## config.mk

```make
export PLATFORM = sky130hd
export DESIGN_NAME = pwm_bank_flat
export DESIGN_NICKNAME = d
export VERILOG_FILES = /design/src/rtl/pwm_bank_if.sv /design/src/rtl/pwm_bank.sv /design/src/flat_wrapper.sv
export SDC_FILE = /design/constraint.sdc
export NUM_CORES = 1
export LEC_CHECK = 0
export CORE_MARGIN = 8
export CORE_UTILIZATION = 50
export DETAILED_ROUTE_END_ITERATION = 12
export GPL_ROUTABILITY_DRIVEN = 0
export GPL_TIMING_DRIVEN = 0
export PLACE_DENSITY = 0.67
export SETUP_SLACK_MARGIN = 0.5
export SLEW_MARGIN = 20
export SYNTH_ARGS = -nofsm -noshare
export SYNTH_HDL_FRONTEND = slang
export SYNTH_SLANG_ARGS = --single-unit
```

## constraint.sdc

```tcl
create_clock -name clk -period 2.6 [get_ports clk]
set_clock_uncertainty 0.05 [all_clocks]
set_input_delay 0.52 -clock clk [delete_from_list [all_inputs] [get_ports clk]]
set_output_delay 0.52 -clock clk [all_outputs]
set_load 0.05 [all_outputs]
```

## src/rtl/pwm_bank_if.sv

```systemverilog
// pwm_bank_if -- register write bus for pwm_bank.
//
// Signals:
//   wr_valid  write strobe, one register write per asserted cycle
//   wr_addr   8-bit register address
//   wr_data   8-bit register write data
//
// Modports:
//   master  drives the write bus (host / testbench side)
//   slave   receives the write bus (pwm_bank side)
interface pwm_bank_if;
    logic       wr_valid;
    logic [7:0] wr_addr;
    logic [7:0] wr_data;

    modport master (output wr_valid, wr_addr, wr_data);
    modport slave  (input  wr_valid, wr_addr, wr_data);
endinterface

```

## src/rtl/pwm_bank.sv

```systemverilog
// pwm_bank -- bank of N_CH phase-aligned 8-bit PWM channels sharing a single
// prescaled counter.
//
// Parameters:
//   N_CH      number of channels (1..64)
//   PRESCALE  clk cycles per PWM counter tick (>=1); period = 255*PRESCALE clk
//
// Ports:
//   clk           single clock, rising edge
//   rst           synchronous active-high reset
//   wr            pwm_bank_if.slave write bus (wr_valid / wr_addr / wr_data)
//   out[N_CH]     registered channel outputs
//   period_start  one-cycle pulse on the first cycle of every PWM period
//
// Register map (K = ceil(N_CH/8), write-only):
//   0x00+k out_en byte k, 0x10+k pwm_en byte k, 0x20+ch duty[ch],
//   0x30+k polarity byte k. Anything else is ignored.
//
// Build option:
//   PWM_BANK_SHADOW_EN  duty writes go to shadow registers that are copied
//                       into the active duty on the counter wrap 254->0, so
//                       a period never sees a mid-period duty change.
module pwm_bank #(
    parameter int N_CH     = 16,
    parameter int PRESCALE = 13
) (
    input  logic            clk,
    input  logic            rst,
    pwm_bank_if.slave       wr,
    output logic [N_CH-1:0] out,
    output logic            period_start
);

    localparam int            K          = (N_CH + 7) / 8;
    localparam int            PW         = (PRESCALE > 1) ? $clog2(PRESCALE) : 1;
    localparam logic [PW-1:0] PRESC_LAST = PW'(PRESCALE - 1);
    localparam logic [7:0]    CNT_LAST   = 8'd254;
    localparam logic [7:0]    POL_BASE   = 8'h30;
    localparam logic [7:0]    POL_END    = 8'(8'h30 + K);

    // Duty 0xFF must be constant high; counter < 0xFF already holds for
    // 0..254 but the explicit case keeps the intent obvious.
    function automatic logic pwm_level(input logic [7:0] cnt, input logic [7:0] duty);
        if (duty == 8'hFF) begin
            return 1'b1;
        end
        return (cnt < duty);
    endfunction

    logic [PW-1:0]   presc_p0;
    logic [7:0]      cnt_p0;
    logic            tick_p0;
    logic            wrap_p0;

    logic [N_CH-1:0] out_en;
    logic [N_CH-1:0] pwm_en;
    logic [N_CH-1:0] polarity;
    logic [7:0]      duty_act [N_CH];

    logic [N_CH-1:0] en_we;
    logic [N_CH-1:0] pe_we;
    logic [N_CH-1:0] pol_we;
    logic [N_CH-1:0] duty_we;
    logic [N_CH-1:0] wr_bit;
    logic            pol_addr_hit;

    logic [N_CH-1:0] raw_p0;
    logic [N_CH-1:0] out_nxt_p0;

    assign tick_p0 = (presc_p0 == PRESC_LAST);
    assign wrap_p0 = tick_p0 && (cnt_p0 == CNT_LAST);

    // For N_CH > 16 the duty range runs into the polarity bytes; polarity wins.
    assign pol_addr_hit = (wr.wr_addr >= POL_BASE) && (wr.wr_addr < POL_END);

    // Per-channel address decode and output logic. Bits of the last byte
    // above N_CH-1 have no channel here, so writes to them vanish.
    for (genvar ch = 0; ch < N_CH; ch++) begin : g_ch
        localparam logic [7:0] BYTE_OFS  = 8'(ch / 8);
        localparam logic [7:0] DUTY_ADDR = 8'(32'h20 + ch);
        localparam int         BIT       = ch % 8;

        assign en_we[ch]   = wr.wr_valid && (wr.wr_addr == (8'h00 + BYTE_OFS));
        assign pe_we[ch]   = wr.wr_valid && (wr.wr_addr == (8'h10 + BYTE_OFS));
        assign pol_we[ch]  = wr.wr_valid && (wr.wr_addr == (8'h30 + BYTE_OFS));
        assign duty_we[ch] = wr.wr_valid && (wr.wr_addr == DUTY_ADDR) && !pol_addr_hit;
        assign wr_bit[ch]  = wr.wr_data[BIT];

        // A channel with pwm_en clear idles high (before out_en gating).
        assign raw_p0[ch]     = pwm_en[ch] ? (pwm_level(cnt_p0, duty_act[ch]) ^ polarity[ch])
                                           : 1'b1;
        assign out_nxt_p0[ch] = out_en[ch] & raw_p0[ch];
    end

    // ---- stage p0: prescaler and shared PWM counter ----
    always_ff @(posedge clk) begin
        if (rst) begin
            presc_p0     <= '0;
            cnt_p0       <= '0;
            period_start <= 1'b0;
        end else begin
            presc_p0 <= tick_p0 ? '0 : presc_p0 + 1'b1;
            if (tick_p0) begin
                cnt_p0 <= (cnt_p0 == CNT_LAST) ? 8'd0 : cnt_p0 + 8'd1;
            end
            period_start <= wrap_p0;
        end
    end

    // ---- stage p0: control registers (take effect the cycle after the write) ----
    always_ff @(posedge clk) begin
        if (rst) begin
            out_en   <= '0;
            pwm_en   <= '0;
            polarity <= '0;
        end else begin
            for (int i = 0; i < N_CH; i++) begin
                if (en_we[i]) begin
                    out_en[i] <= wr_bit[i];
                end
                if (pe_we[i]) begin
                    pwm_en[i] <= wr_bit[i];
                end
                if (pol_we[i]) begin
                    polarity[i] <= wr_bit[i];
                end
            end
        end
    end

`ifdef PWM_BANK_SHADOW_EN
    logic [7:0] duty_shd [N_CH];

    // ---- stage p0: shadowed duty, copied to active duty on the wrap ----
    // The copy reads the shadow's pre-edge value, so a write landing on the
    // wrap cycle is held over to the following wrap.
    always_ff @(posedge clk) begin
        if (rst) begin
            for (int i = 0; i < N_CH; i++) begin
                duty_shd[i] <= '0;
                duty_act[i] <= '0;
            end
        end else begin
            for (int i = 0; i < N_CH; i++) begin
                if (duty_we[i]) begin
                    duty_shd[i] <= wr.wr_data;
                end
                if (wrap_p0) begin
                    duty_act[i] <= duty_shd[i];
                end
            end
        end
    end
`else
    // ---- stage p0: duty written straight to the active register ----
    always_ff @(posedge clk) begin
        if (rst) begin
            for (int i = 0; i < N_CH; i++) begin
                duty_act[i] <= '0;
            end
        end else begin
            for (int i = 0; i < N_CH; i++) begin
                if (duty_we[i]) begin
                    duty_act[i] <= wr.wr_data;
                end
            end
        end
    end
`endif

    // ---- stage p1: registered outputs ----
    always_ff @(posedge clk) begin
        if (rst) begin
            out <= '0;
        end else begin
            out <= out_nxt_p0;
        end
    end

endmodule

```

## src/flat_wrapper.sv

```systemverilog
// flat-port wrapper written by rule: the top's interface ports become plain ports
module pwm_bank_flat 
#(
    parameter int N_CH     = 16,
    parameter int PRESCALE = 13
)
  (clk, rst, out, period_start, wr_wr_valid, wr_wr_addr, wr_wr_data);
  pwm_bank_if wr_i ();
  input  logic clk;
  input  logic rst;
  output logic [N_CH-1:0] out;
  output logic period_start;
  input wire logic [$bits(wr_i.wr_valid)-1:0] wr_wr_valid;
  input wire logic [$bits(wr_i.wr_addr)-1:0] wr_wr_addr;
  input wire logic [$bits(wr_i.wr_data)-1:0] wr_wr_data;
  assign wr_i.wr_valid = wr_wr_valid;
  assign wr_i.wr_addr = wr_wr_addr;
  assign wr_i.wr_data = wr_wr_data;
  pwm_bank #(.N_CH(N_CH), .PRESCALE(PRESCALE)) u_core (.clk(clk), .rst(rst), .wr(wr_i), .out(out), .period_start(period_start));
endmodule
```

==> results of run 1 <==
state kept, by name (all words and copies together) (netlist names):
register             cells
u_core.duty_act        128
u_core.out              16
u_core.out_en           16
u_core.polarity         16
u_core.pwm_en           16
u_core.cnt_p0            8
u_core.presc_p0          4
u_core.period_start      1
timing repair:
| item | in CTS | in global routing |
|---|---|---|
| pin swaps | 8 | 3 |
| hold buffers | 0 | 0 |
| buffers inserted | 2 | 1 |
| resized for setup | 91 | 26 |
| endpoints found under the setup margin | 337 | 144 |
| hold endpoints to repair | 0 | 0 |
critical path, stage by stage:
cell and delay [ns]:
dlygate4sd2_1 0.30, or4b_4 0.58, or4_1 0.51, buf_6 0.19, mux2i_1 0.18, nor2_1 0.09
cell usage after synthesis:
master	instances
xor2_1	1
a21oi_1	50
o31ai_1	2
nor2b_1	6
buf_1	2
o311ai_0	4
nor3_4	1
and3b_1	4
a41oi_1	12
o21ai_0	61
a211oi_1	4
or4b_4	1
and4_1	36
nor3b_1	17
clkbuf_1	21
buf_2	1
edfxtp_1	128
dfxtp_1	77
or4_1	2
nand3_2	4
ha_1	116
or3b_2	1
nand2b_1	19
inv_1	126
nor4b_1	6
a211o_1	12
nor4_1	1
nor4_2	1
and3_1	2
nand3b_1	1
nand2_1	107
nor3_1	22
or3_1	2
nor2_1	168
xnor2_1	4
nand3_1	18
nand4_1	10
mux2i_1	48
power groups by stage:
stage / Sequential, W / Clock, W / Combinational [W]
floorplan: 0.00370 / 0 / 0.000261
global placement: 0.00372 / 0 / 0.000415
detailed placement: 0.00372 / 0 / 0.000426
CTS: 0.00365 / 0.00345 / 0.000457
global route: 0.00366 / 0.00358 / 0.000517
finish: 0.00365 / 0.00342 / 0.000465
kinds of logic (layout without fill, tap and decap cells):
family,Yosys count,in the layout,share of synthesized area [%]
buffers and inverters,150,225,5.178
AO/OA/AOI/OAI,145,145,7.761
flip-flops,205,205,49.41
adder cells (fa/ha/maj),116,116,13.32
XOR/XNOR,5,5,0.4018
multiplexers,48,48,4.409
AND/OR/NAND/NOR,429,429,19.52
layout by cell type, fill, tap and decap left out, drive strengths merged, types with 4 or more instances in the layout:
master | synthesis | routed
a41oi | 12 | 12
a21oi | 50 | 50
edfxtp | 128 | 128
mux2i | 48 | 48
inv | 126 | 126
clkinv | 0 | 5
xnor2 | 4 | 4
a211oi | 4 | 4
a211o | 12 | 12
dfxtp | 77 | 77
o311ai | 4 | 4
bufinv | 0 | 4
nand2b | 19 | 19
ha | 116 | 116
o21ai | 61 | 61
nand2 | 107 | 107
nor2 | 168 | 168
nor4b | 6 | 6
nor3b | 17 | 17
clkdlybuf4s50 | 0 | 8
dlygate4sd2 | 0 | 20
clkbuf | 21 | 53
nand3 | 22 | 22
nor3 | 23 | 23
buf | 3 | 7
and3b | 4 | 4
nor2b | 6 | 6
and4 | 36 | 36
nand4 | 10 | 10
stage by stage:
| stage | area [µm²] | hold slack [ns] | cells | TNS, ns |
|---|---|---|---|---|
| 6_report | 12750 | 0.2927 | 1453 | 0 |
| 4_1_cts | 12660 | 0.2831 | 1452 | 0 |
| 5_1_grt | 12750 | 0.3012 | 1453 | 0 |
| 3_5_place_dp | 11610 | 0.4373 | 1410 | -114.78 |
| 2_1_floorplan | 10940 | 0.4041 | 1098 | 0 |
| 3_3_place_gp | 11610 | 0.4260 | 1410 | -105.86 |
layout make-up:
class | count | area (µm²)
fillers | 1860 | 8869
clock inverters | 9 | 142.6
repair buffers | 35 | 341.6
clock buffers | 31 | 656.9
inverters | 126 | 473.0
well taps | 280 | 350.3
flip-flops and latches | 205 | 5411
multi-input cells | 743 | 5238
plain buffers | 24 | 138.9
final timing paths:
kind,slack (ns),startpoint,endpoint,cells after the start
worst min register to register,0.45,u_core.presc_p0[0],u_core.presc_p0[0],1
worst max-delay path,0.52,wr_wr_addr[6],u_core.polarity[7],6
worst min-delay path,0.29,rst,u_core.presc_p0[2],2
worst max register to register,0.61,u_core.cnt_p0[0],u_core.out[11],6
routing by layer:
metal  GRT usage, %  wire, µm
met1          26.26     11820
met2          34.35     12940
met3          3.301      1943
met4          10.37      1241
met5              0         0
==> results.tsv, run 1 <==
metric	value	unit
run status	completed	
Distinct cells, synth	38	
final design utilization	58.98	%
Final HPWL DP	18360	µm
top area cells in the synthesized netlist	edfxtp_1, dfxtp_1, ha_1	
Clock Tree Root	clkbuf_16	
Detail Route Antenna Nets	0	
PnR worst setup slack	0.5209	ns
CTS tree	yes	
Core Box Area	0.02162	mm²
TritonCTS buffer count	22	
drt drc	0	
largest net degree at the start of global routing	22	
pre-CTS setup slack	-0.6731	ns
Ant. Diodes	0	
layout cells sized above 1	8.951	%
Final nets	1292	
latest clock arrival within the worst-skew pair	0.51	ns
initial antenna violation count	0	
Finish-stage setup viols	0	
CP Class	input port to register	
vias in the first global route	7903	
clock share of power	45.4	%
Fmax	481.0	MHz
Yosys top cell by area	edfxtp_1	
min Tclk post-route	2.079	ns
Layout area overhead	17.01	%
# H-tree levels	1	
CTS Sinks	205	
crit path DAT	2.37	ns
P_leak	5.662	nW
Die W	163.6	µm
CP max FO	8	
post-synthesis cell count	1098	
Initial Util	50.41	%
Int Power	0.005878	W
critical path data required time	2.90	ns
Final Cycle Share	79.97	%
YS warnings	0	
first-pass GRT wire length	42710	µm
switch share	21.92	%
initial DRC count	548	
Slew Limit Fails	0	
Die Y	163.6	µm
Synthesized Nets	1233	
Tot Pwr	0.007528	W
Top Ports	36	
DR vias	8179	
sequential share of the synthesized area	49.41	%
count of final hold-check violations	0	
RSZ-0062 raised after global routing	true	
I/O Buffers	32	
Max Cap Viol	0	
CP endpoint kind	register	
Pwr Density	590.3	mW/mm²
combinational share of power	6.2	%
startpoint type of the worst setup path	input port	
Die ar.	0.02678	mm²
worst hold path type	input port to register	
Pre-antenna DRT Iters	5	
vias per cell	5.629	
clk buf depth	3	
Yosys reg bits	205	
Seq pwr share	48.4	%
drt wl/cell	19.23	µm
grt ovf	0	
share of Yosys cell area claimed by the top area cell type	35.27	%
Syn Area/Cell	9.925	µm²
synthesized area	0.01090	mm²
Slew HR	38.69	%
worst slew pin tran	0.9197	ns
VDD IR max	335.2	µV
DRT Wirelength	27940	µm
GR Util All Layers	20.86	%
Clock Pin Slew Worst Setup and Hold Paths	0.06	ns
row count	54	
switching pwr	0.001650	W
No activity file was read; power rests on OpenSTA's default activity.
==> inputs of run 2 (changes only) <==
--- a/config.mk
+++ b/config.mk
@@ -10,7 +10,7 @@
 export DETAILED_ROUTE_END_ITERATION = 12
 export GPL_ROUTABILITY_DRIVEN = 0
 export GPL_TIMING_DRIVEN = 0
-export PLACE_DENSITY = 0.67
+export PLACE_DENSITY = 0.7
 export SETUP_SLACK_MARGIN = 0.5
 export SLEW_MARGIN = 20
 export SYNTH_ARGS = -nofsm -noshare
==> constraint.sdc (replaced) <==
create_clock -name clk -period 1.85 [get_ports clk]
set_clock_uncertainty 0.05 [all_clocks]
set_input_delay 0.37 -clock clk [delete_from_list [all_inputs] [get_ports clk]]
set_output_delay 0.37 -clock clk [all_outputs]
set_load 0.05 [all_outputs]
==> results.tsv, run 2 (same netlist as run 1, synthesis figures left out) <==
metric	value	unit	change
run status	completed		
clock share of power	44.0	%	-1.4 points
clk buf depth	3		unchanged
CP endpoint kind	register		
DR vias	9158		+12%
vias per cell	5.886		+4.6%
pre-CTS setup slack	-0.9592	ns	-0.2861 ns
Initial Util	50.41	%	unchanged
combinational share of power	9.3	%	+3.1 points
vias in the first global route	8614		+9.0%
worst hold path type	input port to register		
VDD IR max	740.1	µV	+120%
hold path depth	2		unchanged
hold_ws	0.1172	ns	-0.1754 ns
Pwr Density	679.4	mW/mm²	+15%
CTS Sinks	205		unchanged
CTS Hold Buffers Added	0		unchanged
P_leak	6.515	nW	+15%
crit path launch	u_core.cnt_p0[1]		
Max Cap Viol	0		unchanged
layout cells sized above 1	37.85	%	+29 points
Clock Pin Slew Worst Setup and Hold Paths	0.06	ns	about the same
# H-tree levels	1		unchanged
largest net degree at the start of global routing	15		-32%
worst slew pin tran	0.8673	ns	-0.05242 ns
Pre-antenna DRT Iters	5		unchanged
max incr delay on CP	0.36	ns	-0.22 ns
row count	54		unchanged
Top Ports	36		unchanged
PnR worst setup slack	0.08896	ns	-0.4319 ns
Slew HR	42.18	%	+3.5 points
count of final hold-check violations	0		unchanged
min Tclk post-route	1.761	ns	
CTS tree	yes		
Clock Tree Root	clkbuf_16		
Detail Route Antenna Nets	0		unchanged
Int Power	0.008367	W	+42%
first-pass GRT wire length	48050	µm	+13%
DRT Wirelength	34920	µm	+25%
CP max FO	5		-3
drt drc	0		unchanged
TritonCTS buffer count	23		+4.5%
Final Cycle Share	95.19	%	
crit path DAT	2.11	ns	-0.26 ns
min-delay src	rst		
switch share	24.02	%	+2.1 points
Fmax	567.8	MHz	
max reg flops	128		unchanged
GR Util All Layers	23.69	%	+2.8 points
FF-to-FF Start	u_core.cnt_p0[1]		
Final nets	1395		+8.0%
Tot Pwr	0.01101	W	+46%
FF-to-FF End	u_core.out[4]		
switching pwr	0.002646	W	+60%
commonest cells after routing, fill and taps aside	edfxtp_1, inv_1, nor2_1, nand2_1, ha_1		
Die W	163.6	µm	unchanged
commonest non-fill, non-tap cell in the layout	edfxtp_1		
critical path data required time	2.20	ns	-0.70 ns
Die ar.	0.02678	mm²	unchanged
CP cell instances	buf_12 > buf_4 > ha_4 > nor3b_1 > o21ai_1 > a211o_1 > and4_1		
initial DRC count	682		+24%
Finish-stage setup viols	0		unchanged
fillcell total	1351		-27%
Die Y	163.6	µm	unchanged
latest clock arrival within the worst-skew pair	0.51	ns	about the same
startpoint type of the worst setup path	register		
Layout area overhead	48.75	%	
Final HPWL DP	19210	µm	+4.6%
Core Box Area	0.02162	mm²	unchanged
largest reg by FF count	u_core.duty_act		
Worst Hold Endpoint	u_core.period_start		
CP Class	register to register		
grt ovf	0		unchanged
Seq pwr share	46.6	%	-1.8 points
Ant. Diodes	0		unchanged
I/O Buffers	32		unchanged
initial antenna violation count	0		unchanged
drt wl/cell	22.44	µm	+17%
Slew Limit Fails	0		unchanged
Worst Reg-to-Reg Cells	7		+1
RSZ-0062 raised after global routing	true		
Slowest-stage cell, CP	dfxtp_4		
reg-to-reg setup timing slack	0.09	ns	-0.52 ns
[run 2: changes by cell type in the layout (fill, tap and decap cells not counted), sizes merged, moves of 4 or more]
cell,previous run,this run
dlygate4sd2,20,3
clkbuf,53,49
inv,126,120
clkdlybuf4s50,8,0
clkinvlp,0,8
buf,7,135
[run 2: worst max-delay path by stage]
| stage | end | slack [ns] | cells past startpoint |
|---|---|---|---|
| 2_1_floorplan | u_core.duty_act[12][0] | -0.006 | 4 |
| 3_3_place_gp | u_core.duty_act[3][7] | -0.95 | 5 |
| 3_5_place_dp | u_core.duty_act[3][7] | -0.96 | 5 |
| 4_1_cts | u_core.out[14] | 0.16 | 7 |
| 5_1_grt | u_core.out[4] | 0.07 | 7 |
| 6_report | u_core.out[4] | 0.09 | 7 |
[run 2: through the flow]
step	TNS, ns	util (%)	instance area, µm²	std cells
global placement	-183.18	58.28	12600	1410
CTS	0	68.46	14800	1518
detailed placement	-186.85	58.28	12600	1410
finish	0	74.98	16210	1556
global route	0	74.98	16210	1556
floorplan	-0.08093	-	11930	1098
[run 2: worst max-delay path: cells and delay by family (launching register included)]
family,cells,cell delay [ns]
AO/OA/AOI/OAI,2,0.42
AND/OR/NAND/NOR,2,0.38
flip-flops,1,0.36
buffers and inverters,2,0.29
adder cells (fa/ha/maj),1,0.15
[run 2: per-layer routing]
metal | up-vias | wire length [µm] | share of wire, % | track usage [%]
met5 | - | 0 | 0 | 0
met4 | 0 | 1529 | 4.4 | 8.099
met2 | 371 | 16610 | 48 | 40.08
met1 | 4479 | 14230 | 41 | 30.70
met3 | 102 | 2546 | 7.3 | 3.150
li1 | 4206 | - | - | -
[run 2: power groups by stage]
stage / combinational, W / clock [W] / sequential, W
finish: 0.00103 / 0.00485 / 0.00513
floorplan: 0.000492 / 0 / 0.00519
detailed placement: 0.000744 / 0 / 0.00522
global route: 0.00110 / 0.00503 / 0.00516
global placement: 0.000722 / 0 / 0.00522
CTS: 0.000835 / 0.00485 / 0.00513
[run 2: cell type report]
| class | count | area [µm²] | share of cell area (%) |
|---|---|---|---|
| Buffer | 24 | 306.5 | 1.891 |
| Sequential cell | 205 | 5434 | 33.52 |
| Clock inverter | 8 | 118.9 | 0.7333 |
| Multi-Input combinational cell | 746 | 7122 | 43.93 |
| Tap cell | 280 | 350.3 | 2.161 |
| Inverter | 126 | 498.0 | 3.072 |
| Timing Repair Buffer | 134 | 1705 | 10.52 |
| Clock buffer | 33 | 675.6 | 4.168 |
[run 2: timing repair]
action | CTS | global route
resized for setup | 301 | 240
setup endpoints to repair | 346 | 337
gates cloned | 1 | 5
pin swaps | 38 | 84
endpoints found under the hold margin | 0 | 0
buffers inserted | 66 | 33
